$ cat src/rtl/pe_context_sequencer_pkg.sv
// Shared types and constants for the PE context sequencer and PE tooling.
// Holds the FSM state encoding, default sizes and context-word field positions.
package pe_ctrl_pkg;

  typedef enum logic [1:0] {
    IDLE  = 2'd0,
    RUN   = 2'd1,
    DRAIN = 2'd2,
    DONE  = 2'd3
  } seq_state_e;

  localparam int unsigned CONTEXT_WIDTH = 24;
  localparam int unsigned DEPTH         = 16;
  localparam int unsigned ADDR_WIDTH    = $clog2(DEPTH);
  localparam int unsigned ITER_WIDTH    = 16;
  localparam int unsigned DRAIN_CYCLES  = 2;

  // Context-word layout as seen by the PE configuration port.
  localparam int unsigned BANK_SEL_BIT = 0;
  localparam int unsigned DATA_SEL_LSB = 0;
  localparam int unsigned DATA_SEL_MSB = 11;
  localparam int unsigned ALU_OP_LSB   = 12;
  localparam int unsigned ALU_OP_MSB   = 15;
  localparam int unsigned OUT_SEL_LSB  = 16;
  localparam int unsigned OUT_SEL_MSB  = 23;

endpackage

$ cat src/rtl/pe_context_sequencer_if.sv
// Host-side bundle of the context sequencer: memory load, run control, status
// and the configuration word driven towards the PE.
interface pe_context_sequencer_if #(
  parameter int unsigned ContextWidth = 24,
  parameter int unsigned AddrWidth    = 4,
  parameter int unsigned IterWidth    = 16
);

  logic                    cfg_wr_en;
  logic [AddrWidth-1:0]    cfg_wr_addr;
  logic [ContextWidth-1:0] cfg_wr_data;
  logic                    start;
  logic [AddrWidth:0]      ctx_len;
  logic [IterWidth-1:0]    iter_cnt;
  logic [ContextWidth-1:0] configuration;
  logic                    busy;
  logic                    done;
  logic                    err;
  logic [AddrWidth-1:0]    ctx_idx;
  logic [IterWidth-1:0]    iter_idx;

  modport master (
    output cfg_wr_en, cfg_wr_addr, cfg_wr_data, start, ctx_len, iter_cnt,
    input  configuration, busy, done, err, ctx_idx, iter_idx
  );

  modport slave (
    input  cfg_wr_en, cfg_wr_addr, cfg_wr_data, start, ctx_len, iter_cnt,
    output configuration, busy, done, err, ctx_idx, iter_idx
  );

endinterface

$ cat src/rtl/pe_context_sequencer_context_mem.sv
// Simple dual-port context store: synchronous write, registered read that
// returns the pre-write contents when both ports hit the same address.
module context_mem #(
  parameter int unsigned Width     = 24,
  parameter int unsigned Depth     = 16,
  parameter int unsigned AddrWidth = 4
) (
  input  logic                 clk,
  input  logic                 rst,
  input  logic                 wr_en,
  input  logic [AddrWidth-1:0] wr_addr,
  input  logic [Width-1:0]     wr_data,
  input  logic                 rd_en,
  input  logic [AddrWidth-1:0] rd_addr,
  output logic [Width-1:0]     rd_data
);

  logic [Width-1:0] mem [Depth];

  // NOTE: the array has no reset so it maps onto RAM; only the read register is reset.
  always_ff @(posedge clk) begin
    if (wr_en) mem[wr_addr] <= wr_data;
  end

  // Holding rd_data when rd_en is low keeps the last issued word on the PE port.
  always_ff @(posedge clk) begin
    if (rst)        rd_data <= '0;
    else if (rd_en) rd_data <= mem[rd_addr];
  end

endmodule

$ cat src/rtl/pe_context_sequencer.sv
// Replays ctx_len context words for iter_cnt iterations onto the PE
// configuration port, then drains DrainCycles cycles and pulses done.
module pe_context_sequencer
  import pe_ctrl_pkg::*;
#(
  parameter int unsigned ContextWidth = CONTEXT_WIDTH,
  parameter int unsigned Depth        = DEPTH,
  parameter int unsigned AddrWidth    = ADDR_WIDTH,
  parameter int unsigned IterWidth    = ITER_WIDTH,
  parameter int unsigned DrainCycles  = DRAIN_CYCLES
) (
  input logic                  clk,
  input logic                  rst,
  pe_context_sequencer_if.slave bus
);

  localparam int unsigned DrainW = (DrainCycles > 1) ? $clog2(DrainCycles) : 1;
  localparam logic [AddrWidth:0]  DepthLen  = (AddrWidth + 1)'(Depth);
  localparam logic [DrainW-1:0]   DrainLast = DrainW'(DrainCycles - 1);

  seq_state_e           state;
  logic [AddrWidth:0]   len_q;
  logic [IterWidth-1:0] iter_q;
  logic [AddrWidth-1:0] ctx_idx_q;
  logic [IterWidth-1:0] iter_idx_q;
  logic [DrainW-1:0]    drain_cnt;
  logic                 busy_q, done_q, err_q;

  logic                    start_bad, ctx_wrap, last_word, rd_en, mem_wr_en;
  logic [AddrWidth-1:0]    rd_addr;
  logic [ContextWidth-1:0] rd_data;

  // NOTE: every signal gets a default first so no path leaves it unassigned (no latch).
  always_comb begin
    start_bad = (bus.ctx_len == '0) || (bus.ctx_len > DepthLen) || (bus.iter_cnt == '0);
    ctx_wrap  = ({1'b0, ctx_idx_q} == len_q - 1'b1);
    last_word = ctx_wrap && (iter_idx_q == iter_q - 1'b1);
    mem_wr_en = bus.cfg_wr_en && !busy_q;
    rd_en     = 1'b0;
    rd_addr   = '0;
    unique case (state)
      IDLE: rd_en = bus.start && !start_bad;
      RUN: begin
        // Fetch one word ahead so the registered read lines up with ctx_idx.
        rd_en   = !last_word;
        rd_addr = ctx_wrap ? '0 : ctx_idx_q + 1'b1;
      end
      default: ;
    endcase
  end

  context_mem #(
    .Width    (ContextWidth),
    .Depth    (Depth),
    .AddrWidth(AddrWidth)
  ) u_mem (
    .clk    (clk),
    .rst    (rst),
    .wr_en  (mem_wr_en),
    .wr_addr(bus.cfg_wr_addr),
    .wr_data(bus.cfg_wr_data),
    .rd_en  (rd_en),
    .rd_addr(rd_addr),
    .rd_data(rd_data)
  );

  // NOTE: non-blocking assignments only, so every register samples pre-edge values.
  always_ff @(posedge clk) begin
    if (rst) begin
      state      <= IDLE;
      len_q      <= '0;
      iter_q     <= '0;
      ctx_idx_q  <= '0;
      iter_idx_q <= '0;
      drain_cnt  <= '0;
      busy_q     <= 1'b0;
      done_q     <= 1'b0;
      err_q      <= 1'b0;
    end else begin
      done_q <= 1'b0;
      err_q  <= 1'b0;
      unique case (state)
        IDLE: begin
          if (bus.start) begin
            if (start_bad) begin
              err_q <= 1'b1;
            end else begin
              state      <= RUN;
              busy_q     <= 1'b1;
              len_q      <= bus.ctx_len;
              iter_q     <= bus.iter_cnt;
              ctx_idx_q  <= '0;
              iter_idx_q <= '0;
            end
          end
        end
        RUN: begin
          if (last_word) begin
            state     <= DRAIN;
            drain_cnt <= '0;
          end else if (ctx_wrap) begin
            ctx_idx_q  <= '0;
            iter_idx_q <= iter_idx_q + 1'b1;
          end else begin
            ctx_idx_q <= ctx_idx_q + 1'b1;
          end
        end
        DRAIN: begin
          if (drain_cnt == DrainLast) begin
            state  <= DONE;
            busy_q <= 1'b0;
            done_q <= 1'b1;
          end else begin
            drain_cnt <= drain_cnt + 1'b1;
          end
        end
        DONE: state <= IDLE;
        default: state <= IDLE;
      endcase
    end
  end

  assign bus.configuration = rd_data;
  assign bus.busy          = busy_q;
  assign bus.done          = done_q;
  assign bus.err           = err_q;
  assign bus.ctx_idx       = ctx_idx_q;
  assign bus.iter_idx      = iter_idx_q;

endmodule

$ cat src/flat_wrapper.sv
// flat-port wrapper written by rule: the top's interface ports become plain ports
module pe_context_sequencer_flat import pe_ctrl_pkg::*;
#(
  parameter int unsigned ContextWidth = CONTEXT_WIDTH,
  parameter int unsigned Depth        = DEPTH,
  parameter int unsigned AddrWidth    = ADDR_WIDTH,
  parameter int unsigned IterWidth    = ITER_WIDTH,
  parameter int unsigned DrainCycles  = DRAIN_CYCLES
)
  (clk, rst, bus_cfg_wr_en, bus_cfg_wr_addr, bus_cfg_wr_data, bus_start, bus_ctx_len, bus_iter_cnt, bus_configuration, bus_busy, bus_done, bus_err, bus_ctx_idx, bus_iter_idx);
  pe_context_sequencer_if #(.ContextWidth(ContextWidth), .AddrWidth(AddrWidth), .IterWidth(IterWidth)) bus_i ();
  input logic clk;
  input logic rst;
  input wire logic [$bits(bus_i.cfg_wr_en)-1:0] bus_cfg_wr_en;
  input wire logic [$bits(bus_i.cfg_wr_addr)-1:0] bus_cfg_wr_addr;
  input wire logic [$bits(bus_i.cfg_wr_data)-1:0] bus_cfg_wr_data;
  input wire logic [$bits(bus_i.start)-1:0] bus_start;
  input wire logic [$bits(bus_i.ctx_len)-1:0] bus_ctx_len;
  input wire logic [$bits(bus_i.iter_cnt)-1:0] bus_iter_cnt;
  output wire logic [$bits(bus_i.configuration)-1:0] bus_configuration;
  output wire logic [$bits(bus_i.busy)-1:0] bus_busy;
  output wire logic [$bits(bus_i.done)-1:0] bus_done;
  output wire logic [$bits(bus_i.err)-1:0] bus_err;
  output wire logic [$bits(bus_i.ctx_idx)-1:0] bus_ctx_idx;
  output wire logic [$bits(bus_i.iter_idx)-1:0] bus_iter_idx;
  assign bus_i.cfg_wr_en = bus_cfg_wr_en;
  assign bus_i.cfg_wr_addr = bus_cfg_wr_addr;
  assign bus_i.cfg_wr_data = bus_cfg_wr_data;
  assign bus_i.start = bus_start;
  assign bus_i.ctx_len = bus_ctx_len;
  assign bus_i.iter_cnt = bus_iter_cnt;
  assign bus_configuration = bus_i.configuration;
  assign bus_busy = bus_i.busy;
  assign bus_done = bus_i.done;
  assign bus_err = bus_i.err;
  assign bus_ctx_idx = bus_i.ctx_idx;
  assign bus_iter_idx = bus_i.iter_idx;
  pe_context_sequencer #(.ContextWidth(ContextWidth), .Depth(Depth), .AddrWidth(AddrWidth), .IterWidth(IterWidth), .DrainCycles(DrainCycles)) u_core (.clk(clk), .rst(rst), .bus(bus_i));
endmodule
$ cat config.mk
export PLATFORM = sky130hd
export DESIGN_NAME = pe_context_sequencer_flat
export DESIGN_NICKNAME = d
export VERILOG_FILES = /design/src/rtl/pe_context_sequencer_pkg.sv /design/src/rtl/pe_context_sequencer_if.sv /design/src/rtl/pe_context_sequencer_context_mem.sv /design/src/rtl/pe_context_sequencer.sv /design/src/flat_wrapper.sv
export SDC_FILE = /design/constraint.sdc
export NUM_CORES = 1
export LEC_CHECK = 0
export CAP_MARGIN = 15
export CORE_MARGIN = 1
export CORE_UTILIZATION = 43
export CTS_CLUSTER_DIAMETER = 100
export DETAILED_ROUTE_END_ITERATION = 7
export GPL_TIMING_DRIVEN = 1
export PLACE_DENSITY = 0.66
export SYNTH_ARGS = -nofsm -noshare
export SYNTH_HDL_FRONTEND = slang
export SYNTH_SLANG_ARGS = --single-unit
$ cat constraint.sdc
create_clock -name clk -period 6.1 [get_ports clk]
set_clock_uncertainty 0.2 [all_clocks]
set_input_delay 0.915 -clock clk [delete_from_list [all_inputs] [get_ports clk]]
set_output_delay 0.915 -clock clk [all_outputs]
set_load 0.01 [all_outputs]
-- After elaboration in Yosys (flattened, before gate mapping)
Memory sizes are Yosys's and may differ from the RTL's. A register that Yosys moved wholly into a read port is not among the register bits.
Index checks and enable logic that the tools add are counted.
- bits in latches: 0
- input port bits: 53
- memories kept: 1
- bits in registers: 47
- output and inout port bits: 47
- RAM bits: 384
- bits in read-only memories: 0
- reductions and logical operators: 22
- $mul: 0
- shift operators: 0
- multiplexer cells: 28
- bitwise gates (word level): 4
- div/mod/pow operators: 0
- eq/ne operators: 11
- $lt $le $gt $ge: 1
- $add $sub $neg: 5
- memories (name ; words ; width ; rd ports ; clocked after Yosys merged registers in ; write ports ; line ; RTL):
    u_core.u_mem.mem ; 16 ; 24 ; 1 ; 1 ; 1 ; pe_context_sequencer_context_mem.sv:18 ; logic [Width-1:0] mem [Depth];
- operators with widths (cell ; count):
    two-way mux 16 bit ; 4
    case mux 16 bit (2 select lines) ; 1
    two-way mux 4 bit ; 5
    adder 16 x 1 -> 16 bit (second input constant) ; 1
    equality test 16 bit ; 1
    zero test 16 bit ; 1
    subtractor 16 x 1 -> 16 bit (second input constant) ; 1
    AND reduction 4 bit ; 3
    two-way mux 1 bit ; 9
    two-way mux 2 bit ; 4
    case mux 2 bit (4 select lines) ; 1
    case mux 4 bit (2 select lines) ; 1
    != test 2 x 1 -> 1 bit (second input constant) ; 3
    != test 2 bit (second input constant) ; 3
    case mux 1 bit (2 select lines) ; 3
    nonzero test 2 bit ; 3
    equality test 4 x 5 -> 1 bit ; 1
    greater-than comparator 5 bit (second input constant) ; 1
    zero test 5 bit ; 1
    AND reduction 5 bit ; 1
    subtractor 5 x 1 -> 5 bit (second input constant) ; 1
    adder 4 x 1 -> 4 bit (second input constant) ; 1
    equality test 2 bit (second input constant) ; 2
    NOT 1 bit ; 4
    other kinds (10) ; 15

-- Logic depth before layout (Yosys ltp)
Gate-level depths: netlist of run 1.
- depth in word-level cells: 6
- mapped depth: 12

-- Hierarchy
A second synthesis of run 1 with hierarchy kept.
- cells, all modules: 1219
- area total of the unflattened synthesis: 18462.7 um^2
- modules (own cells, without submodules) (module ; sequential area each (um^2) ; instances ; area each (um^2) ; cells each):
    context_mem ; 12011.5 ; 1 ; 15662.5 ; 894
    pe_context_sequencer ; 940.9 ; 1 ; 2800.2 ; 325

-- Worst setup path after synthesis of run 1
Ideal clock, no wire load.
- path kind: in2reg
- from: input port bus_cfg_wr_en
- to: memory u_core.u_mem.mem[1][0], enable pin
- stages on the path: 3
- arrival: 3.161 ns
- slack: 2.304 ns
- data required time: 5.465 ns
- path through: nand2b_1 -> or3b_2 -> nor3_1
- cells in the longest elaborated chain, start to end: 3
- RTL lines (element ; line ; RTL):
    start: declaration ; flat_wrapper.sv:14 ; input wire logic [$bits(bus_i.cfg_wr_en)-1:0] bus_cfg_wr_en;
    logical AND 1 bit ; pe_context_sequencer.sv:38 ; mem_wr_en = bus.cfg_wr_en && !busy_q;
    two-way mux 1 bit ; pe_context_sequencer_context_mem.sv:22 ; if (wr_en) mem[wr_addr] <= wr_data;
    two-way mux 1 bit (implied by the code) ; pe_context_sequencer_context_mem.sv:22 ;
    end: declaration ; pe_context_sequencer_context_mem.sv:18 ;
No other way between the ends.

-- Worst setup path in the final report of run 1
- from: input port bus_ctx_len[0]
- to: register u_core.iter_idx_q[13], in the netlist u_core.bus.iter_idx[13]
- cells in the longest elaborated chain, start to end: 5
- RTL lines (element ; line ; RTL):
    start: declaration ; flat_wrapper.sv:18 ; input wire logic [$bits(bus_i.ctx_len)-1:0] bus_ctx_len;
    greater-than comparator 5 bit / zero test 5 bit (equally long branches) ; pe_context_sequencer.sv:35 ; start_bad = (bus.ctx_len == '0) || (bus.ctx_len > DepthLen) || (bus.iter_cnt == '0);
    logical OR 1 bit (*) (2 in a row) ; pe_context_sequencer.sv:35 ;
    != test 2 bit (no line) (*) ; -- ;
    AND reduction 5 bit (no line) (*) ; -- ;
    end signal: assignment ; pe_context_sequencer.sv:103 ; iter_idx_q <= iter_idx_q + 1'b1;
    end: declaration ; pe_context_sequencer.sv:25 ; logic [IterWidth-1:0] iter_idx_q;
Every way passes the cells marked *; elsewhere a longest branch is shown, timed or not.
A chain may end at the register's enable or synchronous reset.

==> results.toml, run 1 <==
[outcome]
status = "complete, no violations"

[placement]
routabilityCongestion = 0.832
port_buffers = 99
dp_hpwl_um = 24600

[worst_setup_path]
cp.arrival_ps = 3960
path_cells = "clkdlybuf4s50_1, nor4_1, xnor2_1, and3b_1, a21oi_1, nor2_1, nand2_1, or4_1, a21oi_1"
crit_top_cell = "a21oi_1"
worst_path_dominant_cell_family = "simple AND/OR/NAND/NOR gates"
path_max_fanout = 11
critPathCaptureType = "flip-flop"
path_buf_inv = 1
cp_slowest_stage_delay_ps = 690
slowest_stage = "nor2_1"
crit_path_start_kind = "primary input"
crit_required_ps = 6400
crit_type = "in2reg"

[clock_network]
max-clock-path-buffers = 3
cts.htree.levels = 2
cts_hold_buf = 0
clock_latency_ps = 570
cts_sinks = 455
cts_made_buffers = 46
clkSlewWorstSetupHoldPaths_ps = 60
root_buffer = "clkbuf_16"
post-cts-setup-buffers = 0
ctsResizeCount = 0
cts_tree = "built"

[global_routing]
grt_overflow = 0
grt_first_pass_wirelength_um = 66100
antenna_found_initial = 0
grt_usage = 0.201
grt_max_degree = 64
grt_pass1_vias = 10989

[power_and_ir_drop]
ir_worst_vdd_v = 0.000243
pwr-share-seq = 0.464
power.leakage_nw = 6.85
power_frac_clock = 0.370
intPower_mw = 5.70
combPwrFrac = 0.166
p_sw_frac = 0.260
p_sw_mw = 2.00
pwr_density_cell_nw_per_um2 = 354

[timing]
max_freq_mhz = 273
hold_ws_ps = 296
finalSetupViolCount = 0
slew_headroom = 0.388
finalCritPeriodShare = 0.600
finalSetupTns_ps = 0
slew_viol_final = 0
rsz0062_at_grt = "no"
worst_pin_slew_ps = 917
fin_crit_ps = 3660
finalHoldViolCount = 0

[detailed_routing]
first_pass_iters = 5
vias = 11036
drt_iter0_drc = 977
drc = 0
viasPerCell = 5.77
antenna_left = 0
wl_um = 43500
wl_per_cell_um = 22.8

[synthesis]
synth_top_family_by_area = "multiplexers"
muxShareOfSynthArea = 0.112
yosysUniqueCellTypes = 64
syn_avg_cell_area_um2 = 15.1
yosys.area_share.simple = 0.0816
ys_seq_area_frac = 0.700
ys.flop_type = "edfxtp_1"
synthArstFlopShare = 0
synth_edf_count = 384
synth_compound_area_frac = 0.0697
synth-seq-cells = 455
yosysWarningCount = 0
syn_area_um2 = 18500
syn_nets = 1285
synthAdderAreaFrac = 0.00473
synthXorXnorAreaFrac = 0.0133
syn_inst = 1225

[die]
dieWidth_um = 209
die-area_um2 = 43900
coreArea_um2 = 42200
rows = 75
ios = 100
chipHeight_um = 209
start_util = 0.438

[layout]
syn2layout_area_growth_pct = 17.6
drive_above_1_share = 0.139
antenna_cells = 0
nets = 1394

[flow_run]
maxCapViolations = 0

[worst_hold_path]
hold_class = "reg2reg"
[path summary, 6_finish.rpt]
| path | startpoint | end | slack, ps | cells after the start |
|---|---|---|---|---|
| hold / removal | u_core.u_mem.rd_data[2] | u_core.u_mem.rd_data[2] | 300 | 2 |
| hold reg to reg | u_core.u_mem.rd_data[2] | u_core.u_mem.rd_data[2] | 300 | 2 |
| setup reg to reg | u_core.len_q[0] | u_core.bus.iter_idx[13] | 2470 | 10 |
| setup / recovery | bus_ctx_len[0] | u_core.bus.iter_idx[13] | 2440 | 9 |
[per-stage QoR]
stage / worst slack, ps / instance area [µm²] / power (mW) / instances / utilization
2_1_floorplan: 2300 / 18500 / 4.45 / 1225 / -
3_3_place_gp: 2070 / 20200 / 4.90 / 1823 / 0.478
3_5_place_dp: 1950 / 20200 / 4.92 / 1825 / 0.479
4_1_cts: 2420 / 21800 / 7.76 / 1911 / 0.515
5_1_grt: 2180 / 21800 / 8.00 / 1911 / 0.515
6_report: 2440 / 21800 / 7.70 / 1911 / 0.515
[routing by layer]
metal	GRT usage	up-vias	wire length (µm)
met5	0	-	0
met4	0.0667	0	1140
met3	0.0376	77	3020
met2	0.325	407	20500
met1	0.273	5591	18900
li1	-	4961	-
[worst register-to-register path, delay by kind of cell, from the launching register on]
kind	cells	cell delay, ps
AND/OR/NAND/NOR	4	1630
adder cells (fa/ha/maj)	1	250
XOR/XNOR	1	150
flip-flops	1	420
AO/OA/AOI/OAI	3	840
buffers and inverters	1	70
[layout by cell type, fill, tap and decap left out, types with 9 or more instances in the layout]
| master | instances |
|---|---|
| a22oi_1 | 23 |
| nor2_2 | 12 |
| nor3_1 | 31 |
| inv_1 | 15 |
| nor2_1 | 129 |
| edfxtp_1 | 384 |
| dfxtp_1 | 70 |
| o21ai_0 | 66 |
| mux2i_1 | 94 |
| clkinv_2 | 11 |
| buf_4 | 30 |
| or3_1 | 10 |
| xor2_1 | 10 |
| nand2_1 | 40 |
| nand3_1 | 12 |
| a211oi_1 | 49 |
| a21oi_1 | 25 |
| xnor2_1 | 15 |
| clkbuf_16 | 47 |
| clkdlybuf4s50_1 | 98 |
| nand2b_1 | 9 |
| nand4_1 | 10 |
| mux4_2 | 49 |
| clkbuf_1 | 11 |
[cells by family (layout without fill, tap and decap cells)]
| kind of cell | after synthesis | after routing |
|---|---|---|
| DFF | 455 | 455 |
| buffers and inverters | 85 | 232 |
| xor gates and xnor gates | 28 | 28 |
| adders and majority gates | 7 | 7 |
| and+or+nand+nor | 309 | 309 |
| AOI/OAI and AO/OA | 196 | 196 |
| muxes | 145 | 145 |
[registers in the layout (all words and copies together), names as in the netlist, 2 cells and up]
signal / count
u_core.bus.iter_idx: 16
u_core.len_q: 5
u_core.bus.ctx_idx: 4
u_core.state: 2
u_core.u_mem.mem: 384
u_core.iter_q: 16
u_core.u_mem.rd_data: 24
[cell type report]
class,count,area (µm²)
well taps,539,674
clock inverters,21,224
fillers,3462,20500
repair buffers,131,1230
multi-input cells,685,5300
clock buffers,65,1310
flip-flops and latches,455,13000
inverters,15,56.3
[power groups by stage]
stage	sequential (mW)	combinational (mW)	clock, mW
4_1_cts	3.58	1.28	2.90
3_3_place_gp	3.64	1.26	0
5_1_grt	3.59	1.39	3.03
6_report	3.58	1.28	2.85
3_5_place_dp	3.64	1.28	0
2_1_floorplan	3.61	0.837	0
[synth_stat cells, types with 10 or more instances]
cell        n  share of area
edfxtp_1  384           0.62
nor2_1    141          0.029
mux2i_1    94          0.051
dfxtp_1    71          0.077
o21ai_0    66          0.018
a211oi_1   49          0.020
mux4_2     49          0.060
clkbuf_1   47         0.0095
nand2_1    40         0.0081
nor3_1     35         0.0095
a21oi_1    25         0.0068
a22oi_1    23         0.0093
xnor2_1    16         0.0076
inv_1      15         0.0030
buf_1      12         0.0024
nand3_1    12         0.0032
xor2_1     12         0.0057
nand4_1    10         0.0034
or3_1      10         0.0034
(Power assumes the default switching activity.)
==> run 2: changes to the inputs <==
- clock period: 6.1 -> 3.55 ns (I/O delays scaled with it)
==> run 2 against run 1 <==
Compared with the run above:
- combinational power is 85% higher
- sequential share of layout area is 0.66 points lower
- final cell count is 1.6% higher
- power is 72% higher
- via count is 0.50% higher
- global-route usage is 0.082 points higher
- critical path type is now reg2reg
- largest cell class unchanged
==> results.toml, run 2 (synthesis results as in run 1) <==
[layout]
final_cell_mix = "384 x edfxtp_1, 129 x nor2_1, 98 x clkdlybuf4s50_1, 94 x mux2i_1, 70 x dfxtp_1"
drive_above_1_share = 0.153
nets = 1426
largest_reg_flops = 384
fin_area_um2 = 22000
num-fill-cells = 3479
syn2layout_area_growth_pct = 18.9
largest-register = "u_core.u_mem.mem"
antenna_cells = 0
finish.utilization = 0.521
top_regs = "u_core.u_mem.mem: 384 flops, u_core.u_mem.rd_data: 24 flops"
layout_commonest_cell = "edfxtp_1"
stdcell_count = 1941

[detailed_routing]
drt_iter0_drc = 997
drc = 0
wl_per_cell_um = 22.6
first_pass_iters = 5
antenna_left = 0
viasPerCell = 5.71
vias = 11091
wl_um = 43900

[outcome]
status = "complete, no violations"

[worst_setup_path]
critPathCaptureType = "flip-flop"
crit_type = "reg2reg"
path_max_fanout = 31
slowest_stage = "nor4_1"
path_buf_inv = 0
worst_path_dominant_cell_family = "simple AND/OR/NAND/NOR gates"
crit_required_ps = 3750
cp_slowest_stage_delay_ps = 550
cp.arrival_ps = 3420
crit_path_start_kind = "flip-flop"
path_cells = "nor4_1, nand2_1, nor3_1, mux2_2, a2111oi_4, and3_4, or2_1, o41ai_1"

[power_and_ir_drop]
ir_worst_vdd_v = 0.000298
p_sw_mw = 3.43
p_sw_frac = 0.259
total_power_mw = 13.2
pwr_density_cell_nw_per_um2 = 601
power_frac_clock = 0.359
power.leakage_nw = 6.99
intPower_mw = 9.79
combPwrFrac = 0.179
pwr-share-seq = 0.462

[clock_network]
post-cts-setup-buffers = 0
clkSlewWorstSetupHoldPaths_ps = 60
root_buffer = "clkbuf_16"
max-clock-path-buffers = 3
ctsResizeCount = 0
clock_latency_ps = 580
cts.htree.levels = 2
cts_hold_buf = 0
cts_made_buffers = 47
cts_sinks = 455
cts_tree = "built"

[timing]
slew_viol_final = 0
hold_ws_ps = 240
fin_crit_ps = 3220
finalWorstSetupSlack_ps = 332
rsz0062_at_grt = "no"
finalSetupViolCount = 0
slew_headroom = 0.226
worst_pin_slew_ps = 1160
finalSetupTns_ps = 0
finalCritPeriodShare = 0.906
max_freq_mhz = 311
finalHoldViolCount = 0

[placement]
placed_cells_incl_taps = 1856
post-place-ws_ps = 189
dpl-instance-area_um2 = 20500
routabilityCongestion = 0.887
port_buffers = 99
dp_hpwl_um = 26400

[die]
die-area_um2 = 43900
dieWidth_um = 209
chipHeight_um = 209
rows = 75
start_util = 0.438
coreArea_um2 = 42200
ios = 100

[flow_run]
maxCapViolations = 0

[global_routing]
grt.met3_usage = 0.0385
grt_first_pass_wirelength_um = 66500
use_met2 = 0.318
grt_max_degree = 55
grt_overflow = 0
grt_pass1_vias = 11080
grt.busiest_layer = "met2"
met1_usage = 0.283
grt_usage = 0.201
antenna_found_initial = 2

[worst_hold_path]
hold_class = "in2reg"
## run 2: changes by cell type in the layout (fill, tap and decap cells not counted), sizes merged
cell,previous run,this run
buf,33,64
bufinv,4,2
clkbuf,65,66
clkinv,15,14
clkinvlp,0,1
## run 2: layer usage
metal	routed length, µm	vias up	part of all wire
met1	19100	5562	0.44
met3	3260	82	0.074
li1	-	5029	-
met4	1010	2	0.023
met2	20500	416	0.47
met5	11	-	0.00025
## run 2: layout make-up
cell class / instances / area, µm² / share of cell area
clock buffer: 66 / 1340 / 0.0607
timing repair buffer: 162 / 1550 / 0.0703
tap: 539 / 674 / 0.0306
sequential: 455 / 13000 / 0.589
clock inverter: 19 / 143 / 0.00648
inverter: 15 / 56.3 / 0.00256
multi-input combinational: 685 / 5290 / 0.240
## run 2: worst register-to-register path, delay by kind of cell (launching register included)
kind / cells / cell delay, ps
AOI/OAI and AO/OA: 2 / 610
DFF: 1 / 370
muxes: 1 / 390
and+or+nand+nor: 5 / 1460
## run 2: power groups by stage
stage	clock (mW)	sequential [mW]	combinational, mW
floorplan	0	6.21	1.44
global placement	0	6.21	2.34
detailed placement	0	6.21	2.38
CTS	4.85	6.10	2.39
global route	5.04	6.12	2.57
finish	4.75	6.10	2.37
## run 2: worst paths after layout
| path | from | end | slack, ps | cells past startpoint |
|---|---|---|---|---|
| min | rst | u_core.u_mem.rd_data[15] | 240 | 2 |
| max reg2reg | u_core.iter_q[9] | u_core.bus.ctx_idx[2] | 330 | 8 |
| min reg2reg | u_core.u_mem.rd_data[1] | u_core.u_mem.rd_data[1] | 300 | 2 |
| max | u_core.iter_q[9] | u_core.bus.ctx_idx[2] | 330 | 8 |
